<file path="config.mk">
export PLATFORM = sky130hd
export DESIGN_NAME = latch_write_arbiter
export DESIGN_NICKNAME = d
export VERILOG_FILES = /design/src/rtl/latch_write_arbiter.sv
export SDC_FILE = /design/constraint.sdc
export NUM_CORES = 1
export LEC_CHECK = 0
export CAP_MARGIN = 20
export CELL_PAD_IN_SITES_DETAIL_PLACEMENT = 1
export CELL_PAD_IN_SITES_GLOBAL_PLACEMENT = 2
export CORE_ASPECT_RATIO = 1.5
export CORE_MARGIN = 3
export CORE_UTILIZATION = 22
export CTS_CLUSTER_DIAMETER = 60
export DETAILED_ROUTE_END_ITERATION = 12
export GPL_ROUTABILITY_DRIVEN = 0
export PLACE_DENSITY_LB_ADDON = 0.1
export SETUP_SLACK_MARGIN = 0.15
export SKIP_CTS_REPAIR_TIMING = 1
export SLEW_MARGIN = 20
export SYNTH_ARGS = -nofsm -noshare
export SYNTH_HDL_FRONTEND = slang
export SYNTH_SLANG_ARGS = --single-unit
</file>
<file path="constraint.sdc">
create_clock -name clk -period 2.9 [get_ports clk]
set_clock_uncertainty 0.15 [all_clocks]
set_input_delay 0.58 -clock clk [delete_from_list [all_inputs] [get_ports clk]]
set_output_delay 0.58 -clock clk [all_outputs]
set_load 0.01 [all_outputs]
</file>
<file path="src/rtl/latch_write_arbiter.sv">
// Round-robin write sequencer for a bank of level-sensitive D latches.
// Each write drives lat_d, then frames a one-hot registered gate pulse with setup and hold windows.
module latch_write_arbiter #(
    parameter int NREQ   = 4,
    parameter int WIDTH  = 8,
    parameter int NLATCH = 4,
    parameter int SETUP  = 1,
    parameter int PULSE  = 1,
    parameter int HOLD   = 1,
    localparam int AW    = $clog2(NLATCH),
    localparam int GW    = $clog2(NREQ)
) (
    input  logic                  clk,
    input  logic                  rst_n,
    input  logic [NREQ-1:0]       req_valid,
    input  logic [NREQ*AW-1:0]    req_addr,
    input  logic [NREQ*WIDTH-1:0] req_data,
    output logic [NREQ-1:0]       req_ready,
    output logic [WIDTH-1:0]      lat_d,
    output logic [NLATCH-1:0]     lat_g,
    output logic                  busy,
    output logic [GW-1:0]         grant_id,
    output logic                  write_done
);

    localparam int CMAX = (SETUP > PULSE) ? ((SETUP > HOLD) ? SETUP : HOLD)
                                          : ((PULSE > HOLD) ? PULSE : HOLD);
    localparam int CW   = $clog2(CMAX + 1);

    typedef enum logic [1:0] {S_IDLE, S_SETUP, S_GATE, S_HOLD} state_t;

    state_t            state_q, state_d;
    logic [CW-1:0]     cnt_q, cnt_d;
    logic [WIDTH-1:0]  lat_d_q, lat_d_d;
    logic [NLATCH-1:0] lat_g_q, lat_g_d;
    logic [AW-1:0]     addr_q, addr_d;
    logic [GW-1:0]     grant_q, grant_d;
    logic [GW-1:0]     rr_ptr_q, rr_ptr_d;

    logic              found;
    logic              accept;
    logic [GW-1:0]     winner;
    logic [AW-1:0]     sel_addr;
    logic [WIDTH-1:0]  sel_data;

    function automatic logic [GW-1:0] wrap_idx(input int v);
        return GW'(v % NREQ);
    endfunction

    // Search upward from rr_ptr with wrap-around; first valid requester wins.
    always_comb begin
        // NOTE: every combinational output gets a default first so no path leaves it unassigned (no latch).
        found  = 1'b0;
        winner = '0;
        for (int k = 0; k < NREQ; k++) begin
            if (!found && req_valid[wrap_idx(int'(rr_ptr_q) + k)]) begin
                found  = 1'b1;
                winner = wrap_idx(int'(rr_ptr_q) + k);
            end
        end
    end

    always_comb begin
        sel_addr = '0;
        sel_data = '0;
        for (int k = 0; k < NREQ; k++) begin
            if (winner == GW'(k)) begin
                sel_addr = req_addr[k*AW +: AW];
                sel_data = req_data[k*WIDTH +: WIDTH];
            end
        end
    end

    assign accept = rst_n && (state_q == S_IDLE) && found;

    always_comb begin
        req_ready = '0;
        if (accept) req_ready[winner] = 1'b1;
    end

    always_comb begin
        state_d  = state_q;
        cnt_d    = cnt_q;
        lat_d_d  = lat_d_q;
        lat_g_d  = lat_g_q;
        addr_d   = addr_q;
        grant_d  = grant_q;
        rr_ptr_d = rr_ptr_q;
        unique case (state_q)
            S_IDLE: begin
                if (accept) begin
                    lat_d_d  = sel_data;
                    addr_d   = sel_addr;
                    grant_d  = winner;
                    rr_ptr_d = wrap_idx(int'(winner) + 1);
                    cnt_d    = CW'(SETUP);
                    state_d  = S_SETUP;
                end
            end
            S_SETUP: begin
                if (cnt_q == CW'(1)) begin
                    lat_g_d         = '0;
                    lat_g_d[addr_q] = 1'b1;
                    cnt_d           = CW'(PULSE);
                    state_d         = S_GATE;
                end else begin
                    cnt_d = cnt_q - CW'(1);
                end
            end
            S_GATE: begin
                if (cnt_q == CW'(1)) begin
                    lat_g_d = '0;
                    cnt_d   = CW'(HOLD);
                    state_d = S_HOLD;
                end else begin
                    cnt_d = cnt_q - CW'(1);
                end
            end
            S_HOLD: begin
                if (cnt_q == CW'(1)) begin
                    cnt_d   = '0;
                    state_d = S_IDLE;
                end else begin
                    cnt_d = cnt_q - CW'(1);
                end
            end
            default: state_d = S_IDLE;
        endcase
    end

    // Reset drops the gate on the same edge, even mid-pulse.
    always_ff @(posedge clk) begin
        // NOTE: state is updated with non-blocking assignments so all flops sample the same pre-edge values.
        if (!rst_n) begin
            state_q  <= S_IDLE;
            cnt_q    <= '0;
            lat_d_q  <= '0;
            lat_g_q  <= '0;
            addr_q   <= '0;
            grant_q  <= '0;
            rr_ptr_q <= '0;
        end else begin
            state_q  <= state_d;
            cnt_q    <= cnt_d;
            lat_d_q  <= lat_d_d;
            lat_g_q  <= lat_g_d;
            addr_q   <= addr_d;
            grant_q  <= grant_d;
            rr_ptr_q <= rr_ptr_d;
        end
    end

    assign lat_d      = lat_d_q;
    assign lat_g      = lat_g_q;
    assign grant_id   = grant_q;
    assign busy       = (state_q != S_IDLE);
    assign write_done = (state_q == S_HOLD) && (cnt_q == CW'(1));

endmodule

</file>
After elaboration in Yosys (flattened, before gate mapping). Cells that the tools add are included.

Logic and storage cells: 90. Input port bits: 46. Output and inout port bits: 20. Register bits: 21.

Equality and inequality tests: 10. Add/subtract/negate cells: 5. Reduce and logical (&&, ||, !) cells: 19. Muxes and demuxes: 41. Order comparisons: 8.

Operators by type and width (number): $mux W8 (4); $mux W2 (12); $lt A2 B3 Y1 const B (6); $mux W1 (13); $mux W4 (3); $bmux W1 S2 (4); $eq A2 B2 Y1 const B (4); $logic_and A1 B1 Y1 (8); $ne A2 B2 Y1 const B (4); $pmux W2 S4 (1); $pmux W4 S2 (1); $add A2 B1 Y2 const B (2); $add A2 B2 Y2 const B (2); $demux W1 S2 (2); $eq A2 B1 Y1 const B (2); $ge A2 B1 Y1 const B (2); $logic_not A2 Y1 (2); $reduce_and A4 Y1 (1); $reduce_bool A2 Y1 (2); $logic_not A1 Y1 (3); $pmux W1 S3 (1); $reduce_and A3 Y1 (1); $reduce_and A2 Y1 (1); $reduce_or A2 Y1 (1); $sub A1 B1 Y1 const B (1).

Depth between registers and ports, before layout. Gate-level depths: netlist of the first run.

Depth in word-level cells: 17. Gate-level depth with buffers: 10. Depth with buffers taken out: 9.

Least setup slack after synthesis of the first run. Ideal clock, no wire load.

Path type: input to output. Start: input port req_valid[1]. End: output port req_ready[1]. Arrival: 1874 ps. Data required time: 2170 ps. Path slack: 296 ps. Buffers on the path: 1. Stages on the path: 6. Cells stage by stage: nand2b_1 a21oi_1 o32ai_1 ha_1 clkbuf_1 and2_4.

Longest elaborated chain between the ends: 17. Elaborated cells on any way between the ends: 29. Those cells by class: order compare: 2; mux: 19; reduce/logical: 8.

Ends and longest elaborated chain: start: declaration (RTL line 15) `input logic [NREQ-1:0] req_valid,`; $bmux W1 S2 (RTL line 56) `if (!found && req_valid[wrap_idx(int'(rr_ptr_q) + k)]) begin`; $mux W1 (not written as such) (RTL line 56); $mux W1 (RTL line 56); $logic_not A1 Y1 (RTL line 56); $logic_and A1 B1 Y1 (RTL line 56); $mux W1 (RTL line 56); $logic_not A1 Y1 (RTL line 56); $logic_and A1 B1 Y1 (RTL line 56); $mux W1 (RTL line 56); $logic_not A1 Y1 (RTL line 56); $logic_and A1 B1 Y1 (RTL line 56); $mux W2 (RTL line 56); $lt A2 B3 Y1 (not written as such) / $ge A2 B1 Y1 (equally long branches) (RTL line 78) `if (accept) req_ready[winner] = 1'b1;`; $logic_and A1 B1 Y1 (not written as such) (RTL line 78); $mux W1 (not written as such) (RTL line 78); $demux W1 S2 (RTL line 78); $mux W4 (*) (RTL line 78); end: declaration (RTL line 18) `output logic [NREQ-1:0] req_ready,`.

Mark *: on every way between the ends. The rest lies on a longest branch, timed or not. The select of a mux whose other input is x is not followed.

Worst setup path in the final report of the first run.
Start: input port req_valid[0]. End: output port req_ready[1].

Longest elaborated chain between the ends: 17. Elaborated cells on any way between the ends: 29. Those cells by class: order compare: 2; mux: 19; reduce/logical: 8.

Ends and longest elaborated chain: $bmux W1 S2 (RTL line 56); $mux W1 (not written as such) (RTL line 56); $mux W1 (RTL line 56); $logic_not A1 Y1 (RTL line 56); $logic_and A1 B1 Y1 (RTL line 56); $mux W1 (RTL line 56); $logic_not A1 Y1 (RTL line 56); $logic_and A1 B1 Y1 (RTL line 56); [... 2 more ...]; $logic_and A1 B1 Y1 (RTL line 56); $mux W2 (*) (RTL line 56); net winner[0] (RTL line 42) `logic [GW-1:0] winner;`; $lt A2 B3 Y1 (not written as such) / $ge A2 B1 Y1 (equally long branches) (RTL line 78); $logic_and A1 B1 Y1 (not written as such) (RTL line 78); $mux W1 (not written as such) (RTL line 78); $demux W1 S2 (*) (RTL line 78); $mux W4 (*) (RTL line 78).

The timed path passes the listed nets; every way through them passes the cells marked *. The select of a mux whose other input is x is not followed.

==> results_dict.tcl, run 1 <==
set metrics [dict create \
    fill_cells 673 \
    drive_gt1_share_pct 16.8 \
    dieWidth_um 70.3 \
    diodes 0 \
    critPathKind "in2out" \
    drc 0 \
    ys_ff_latch 21 \
    cts_inserted_buffers 3 \
    antenna_found_initial 0 \
    p_per_area_nw_per_um2 911 \
    vias 1491 \
    outcome "finished clean" \
    dp_hpwl_um 3940 \
    synth_top_cell_by_area "dfxtp_1" \
    fin_crit_ns 2.70 \
    post_dp_cell_area_um2 2130 \
    crit_path_top_delay_cell "or2b_1" \
    fin_tns_setup_ns 0 \
    endpoint_kind "output port" \
    final.setup.worst_slack_ns 0.200 \
    seq_power_share_pct 25.5 \
    comb_power_share_pct 64.8 \
    die_area_um2 7200 \
    p_int_mw 1.19 \
    wl_per_cell_um 16.0 \
    max_freq_ghz 0.370 \
    seq_area_frac_synth_pct 30.8 \
    timing.rr.start "rr_ptr_q[0]$_SDFFE_PN0P_" \
    mappedNetlistArea_um2 1360 \
    routed_wl_um 4950 \
    holdWs_ns 0.332 \
    synthCells 167 \
    required_ns 2.17 \
    cp_top_family "simple AND/OR/NAND/NOR gates" \
    r2r_setup_slack_ns 0.31 \
    grt_pass1_wl_um 8010 \
    first_pass_iters 3 \
    power_leakage_nw 1.00 \
    crit_start "req_valid[0]" \
    slew_violations 0 \
    cts_sinks 21 \
    pwr-share-clk_pct 9.7 \
    grt-ovfl-total 0 \
    cp.depth 9 \
    clk_latency_ns 0.26 \
    ios 66 \
    rows 34 \
    slowest_delay_ns 0.24 \
    hold_path_class "reg2reg" \
    setup_viol 0 \
    yosys-top-cells-area "dfxtp_1 (31%), a21oi_1 (11%), ha_1 (8.3%)" \
    max_slew_margin_pct 64.9 \
    rsz0062_at_grt "yes" \
    synth_edf_count 0 \
    synth_top_area_share_pct 30.8 \
    switching_power_uw 843 \
    syn_avg_cell_area_um2 8.17 \
    h-tree-depth 1 \
    startpoint_type "input pin" \
    grt_start_max_net_pins 24 \
    path_cells "clkbuf_2 -> or2b_1 -> a21o_1 -> nand3_1 -> nor2_2 -> buf_4 -> ha_1 -> and2_4 -> dlymetal6s2s_1" \
    final_antenna_net_count 0 \
    core_um2 5910 \
    die_h_um 102 \
    grt_pass1_vias 1658 \
    nets 294 \
    synth_nets 222 \
    synthToLayoutAreaGrowth_pct 63.8 \
    portBuffers 65 \
    stdcell_count 310 \
    worstMarginPinSlew_ns 0.523 \
    yosysUniqueCellTypes 36 \
    cts_tree "done" \
    rr_worst_depth 12 \
    pre_cts_slack_ns -0.534 \
    via_per_inst 4.81 \
    async_flop_share_pct 0 \
    synth_flop_cell "dfxtp_1" \
    stdcell_area_um2 2230 \
    drv_cap 0 \
    clockBufferDepth 2 \
    regToRegEndpoint "lat_d[6]$_SDFFE_PN0P_" \
    path_buf_inv 3 \
    ir_drop_uv 392 \
    crit_arrival_ns 1.97 \
    drt_iter0_drc 15 \
    final-hold-violation-count 0 \
    final-seq-area_um2 422 \
    track_usage_pct 13.6 \
    yosys_warnings 0 \
    post-route-util_pct 37.8 \
    post-route-period-util_pct 93.1 \
    worstPathMaxFanout 6 \
    swShare_pct 41.4 \
    crit_end "req_ready[1]" \
    clockRootBuffer "clkbuf_8" \
    multiInputGateArea_um2 855 \
    power.total_mw 2.03 \
    placed_cells 304 \
    start_util_pct 23.1 \
    clk_pin_slew_worst_paths_ns 0.08 \
]
-- cell type report --
class | instances | share of cell area [%]
timing repair buffer | 79 | 34.1
clock buffer | 3 | 1.85
clock inverter | 1 | 0.224
multi-input combinational | 118 | 38.3
inverter | 16 | 2.69
tap | 72 | 4.03
sequential | 21 | 18.9
-- power by group through the flow --
| stage | clock network, mW | logic, mW | registers, mW |
|---|---|---|---|
| 2_1_floorplan | 0 | 0.744 | 0.539 |
| 3_3_place_gp | 0 | 1.25 | 0.516 |
| 3_5_place_dp | 0 | 1.30 | 0.523 |
| 4_1_cts | 0.205 | 1.31 | 0.518 |
| 5_1_grt | 0.218 | 1.47 | 0.537 |
| 6_report | 0.197 | 1.32 | 0.519 |
-- worst register-to-register path, delay by kind of cell, from the launching register on --
kind	cells	cell delay, ns
simple gates	4	0.72
compound gates	3	0.51
buf+inv	4	0.58
flops	1	0.37
fa+ha+maj	1	0.19
-- cell usage in the layout (no fill, tap or decap), types with 2 or more instances in the layout --
cell,Yosys,final
a211o_1,9,9
a21oi_1,31,31
a21oi_2,5,5
a221oi_1,10,8
a221oi_2,0,2
and2_4,4,4
buf_4,1,14
clkbuf_2,0,2
clkbuf_8,0,3
clkdlybuf4s50_1,0,57
dfxtp_1,21,20
dlymetal6s2s_1,0,6
ha_1,9,8
inv_1,16,16
nand2_1,8,8
nand3_1,6,6
nor2b_1,7,6
nor4_1,2,2
nor4b_1,2,2
o21ai_0,6,5
o21ai_1,1,2
-- flip-flops by register name (all words and copies together) (netlist names) --
name / cells
addr_q: 2
cnt_q: 1
grant_id: 2
lat_d: 8
lat_g: 4
rr_ptr_q: 2
state_q: 2
-- worst min path at each step --
stage | startpoint | endpoint | slack (ns) | cells past startpoint
detailed placement | grant_id[0]$_SDFFE_PN0P_ | grant_id[0]$_SDFFE_PN0P_ | 0.32 | 2
finish | grant_id[0]$_SDFFE_PN0P_ | grant_id[0]$_SDFFE_PN0P_ | 0.33 | 2
global route | grant_id[0]$_SDFFE_PN0P_ | grant_id[0]$_SDFFE_PN0P_ | 0.37 | 2
global placement | grant_id[0]$_SDFFE_PN0P_ | grant_id[0]$_SDFFE_PN0P_ | 0.30 | 2
CTS | grant_id[0]$_SDFFE_PN0P_ | grant_id[0]$_SDFFE_PN0P_ | 0.34 | 2
floorplan | rr_ptr_q[1]$_SDFFE_PN0P_ | rr_ptr_q[1]$_SDFFE_PN0P_ | 0.32 | 2
-- cells by family (layout without fill, tap and decap cells) --
family                     Yosys count  in the layout  synth area share (%)
AOI/OAI and AO/OA                   68             68                  33.0
adders and majority gates            9              9                  8.26
buffers and inverters               28             99                  9.08
DFF                                 21             21                  30.8
and+or+nand+nor                     41             41                  18.8
-- Yosys cell counts (all sizes together) (4+ instances only) --
library cell and n:
nor2b 7, clkbuf 8, nand3 7, inv 16
a221oi 10, ha 9, a21oi 36, nand2 8
and2 5, a211o 9, dfxtp 21, buf 4
o21ai 7
-- per-layer routing --
| metal | share of wire (%) | GRT usage (%) |
|---|---|---|
| met1 | 42 | 15.6 |
| met2 | 53 | 26.2 |
| met3 | 4.2 | 2.17 |
| met4 | 0.55 | 2.80 |
| met5 | 0 | 0 |
(Power assumes the default switching activity.)
==> run 2, diff against run 1 <==
Settings changed: MAX_ROUTING_LAYER from default to met4.
Clock period 2.9 ns to 2.8 ns, I/O delays scaled along.
==> run 2 against run 1 <==
  * Critical endpoint unchanged
  * Flip-flop and latch count unchanged
  * First-iteration DRC count is 6.7% higher
  * Largest cell class unchanged
  * Final cell count increased by 0.32%
  * Global-route usage increased by 0.41 points
  * Non-clock buffer count up 1
  * Clock-buffer cell count did not move
  * Critical path type unchanged
  * Critical path depth is the same
==> results_dict.tcl, run 2 (synthesis gave the netlist of run 1 again) <==
set metrics [dict create \
    h-tree-depth 1 \
    die_area_um2 7200 \
    core_um2 5910 \
    start_util_pct 23.1 \
    cts_sinks 21 \
    outcome "finished clean" \
    grt-ovfl-total 0 \
    routed_wl_um 5030 \
    post_dp_cell_area_um2 2130 \
    hold_path_end "grant_id[0]$_SDFFE_PN0P_" \
    vias 1510 \
    drv_cap 0 \
    pwr-share-clk_pct 9.5 \
    slowest_delay_ns 0.25 \
    clk_pin_slew_worst_paths_ns 0.08 \
    swShare_pct 41.5 \
    drive_gt1_share_pct 18.8 \
    ir_drop_uv 406 \
    endpoint_kind "output port" \
    crit_path_top_delay_cell "or2b_1" \
    stdcell_area_um2 2260 \
    drt_iter0_drc 16 \
    slew_violations 0 \
    comb_power_share_pct 65.6 \
    rows 34 \
    p_per_area_nw_per_um2 957 \
    clockRootBuffer "clkbuf_8" \
    timing.rr.start "rr_ptr_q[0]$_SDFFE_PN0P_" \
    wl_per_cell_um 16.2 \
    die_h_um 102 \
    fill_cells 670 \
    drc 0 \
    rsz0062_at_grt "yes" \
    largest_reg_flops 8 \
    worstPathMaxFanout 6 \
    dieWidth_um 70.3 \
    max_freq_ghz 0.378 \
    grt_pass1_vias 1659 \
    ios 66 \
    final-hold-violation-count 0 \
    fin_crit_ns 2.65 \
    cts_tree "done" \
    clockBufferDepth 2 \
    startpoint_type "input pin" \
    via_per_inst 4.86 \
    critPathKind "in2out" \
    regToRegEndpoint "lat_d[6]$_SDFFE_PN0P_" \
    portBuffers 65 \
    final.setup.worst_slack_ns 0.152 \
    antenna_found_initial 0 \
    hold_path_class "reg2reg" \
    seq_power_share_pct 24.9 \
    switching_power_uw 896 \
    crit_start "req_valid[0]" \
    worstMarginPinSlew_ns 0.523 \
    grt_start_max_net_pins 24 \
    hp-start "grant_id[0]$_SDFFE_PN0P_" \
    nets 295 \
    cts_inserted_buffers 3 \
    max_slew_margin_pct 64.9 \
    path_cells "clkbuf_2 -> or2b_1 -> a21o_1 -> nand3_1 -> nor2_2 -> buf_4 -> ha_1 -> and2_4 -> dlymetal6s2s_1" \
    dp_hpwl_um 3940 \
    post-route-period-util_pct 94.6 \
    synthToLayoutAreaGrowth_pct 65.5 \
    final_antenna_net_count 0 \
    pre_cts_slack_ns -0.594 \
    layout_commonest_cell "clkdlybuf4s50_1" \
    grt_pass1_wl_um 8000 \
    clk_latency_ns 0.26 \
    diodes 0 \
    first_pass_iters 3 \
    setup_viol 0 \
    r2r_setup_slack_ns 0.27 \
    p_int_mw 1.26 \
    track_usage_pct 14.0 \
    cp_top_family "simple AND/OR/NAND/NOR gates" \
    final_cell_mix "clkdlybuf4s50_1 (57), a21oi_1 (31), dfxtp_1 (20)" \
    required_ns 2.09 \
    power_leakage_nw 1.01 \
    min_path_cells 2 \
    rr_worst_depth 12 \
    crit_arrival_ns 1.94 \
    path_buf_inv 3 \
]
run 2: how the worst max path moves through the flow:
stage                         to  slack, ns  depth (start not counted)
floorplan           req_ready[1]       0.24                          6
finish              req_ready[1]       0.15                          9
global route        req_ready[1]       0.03                          9
detailed placement  req_ready[2]      -0.59                          8
CTS                 req_ready[2]      -0.60                          8
global placement    req_ready[3]      -0.51                          9
run 2: final cells by class:
type | count | area, um^2 | share of cell area (%)
repair buffers | 80 | 764 | 33.9
flip-flops and latches | 21 | 422 | 18.7
inverters | 16 | 60.1 | 2.66
well taps | 72 | 90.1 | 3.99
clock buffers | 3 | 41.3 | 1.83
multi-input cells | 118 | 875 | 38.7
clock inverters | 1 | 5.00 | 0.222
run 2: worst reg2reg max path, cell delays in order (launching register included):
cell	delay, ns
dfxtp_2	0.37
inv_1	0.06
or3_1	0.39
nand3_1	0.14
nor2_2	0.07
buf_4	0.14
ha_1	0.19
buf_4	0.19
nor2b_4	0.14
buf_6	0.13
a221oi_1	0.07
a211o_1	0.28
a21oi_1	0.14
run 2: routing by layer:
layer	share of wire (%)	GRT usage, %	routed length [um]	vias up
met5	0	-	0	-
met4	0.54	2.80	27	0
met3	4.3	2.17	218	2
met2	54	26.2	2700	47
met1	41	15.6	2080	714
li1	-	-	-	747
run 2: stage by stage:
stage	utilization (%)	power (mW)	std cells	setup TNS, ns	hold slack [ns]
floorplan	-	1.33	167	0	0.320
detailed placement	36.0	1.89	304	-6.44	0.325
global route	38.2	2.35	311	0	0.372
global placement	36.0	1.83	304	-4.86	0.303
CTS	36.8	2.10	308	-3.69	0.339
finish	38.2	2.16	311	0	0.332
run 2: power by group through the flow:
stage          Combinational [mW]  Clock, mW  Sequential, mW
6_report                     1.42      0.204           0.539
3_5_place_dp                 1.35          0           0.542
4_1_cts                      1.35      0.212           0.536
2_1_floorplan               0.771          0           0.558
3_3_place_gp                 1.29          0           0.534
5_1_grt                      1.57      0.225           0.558
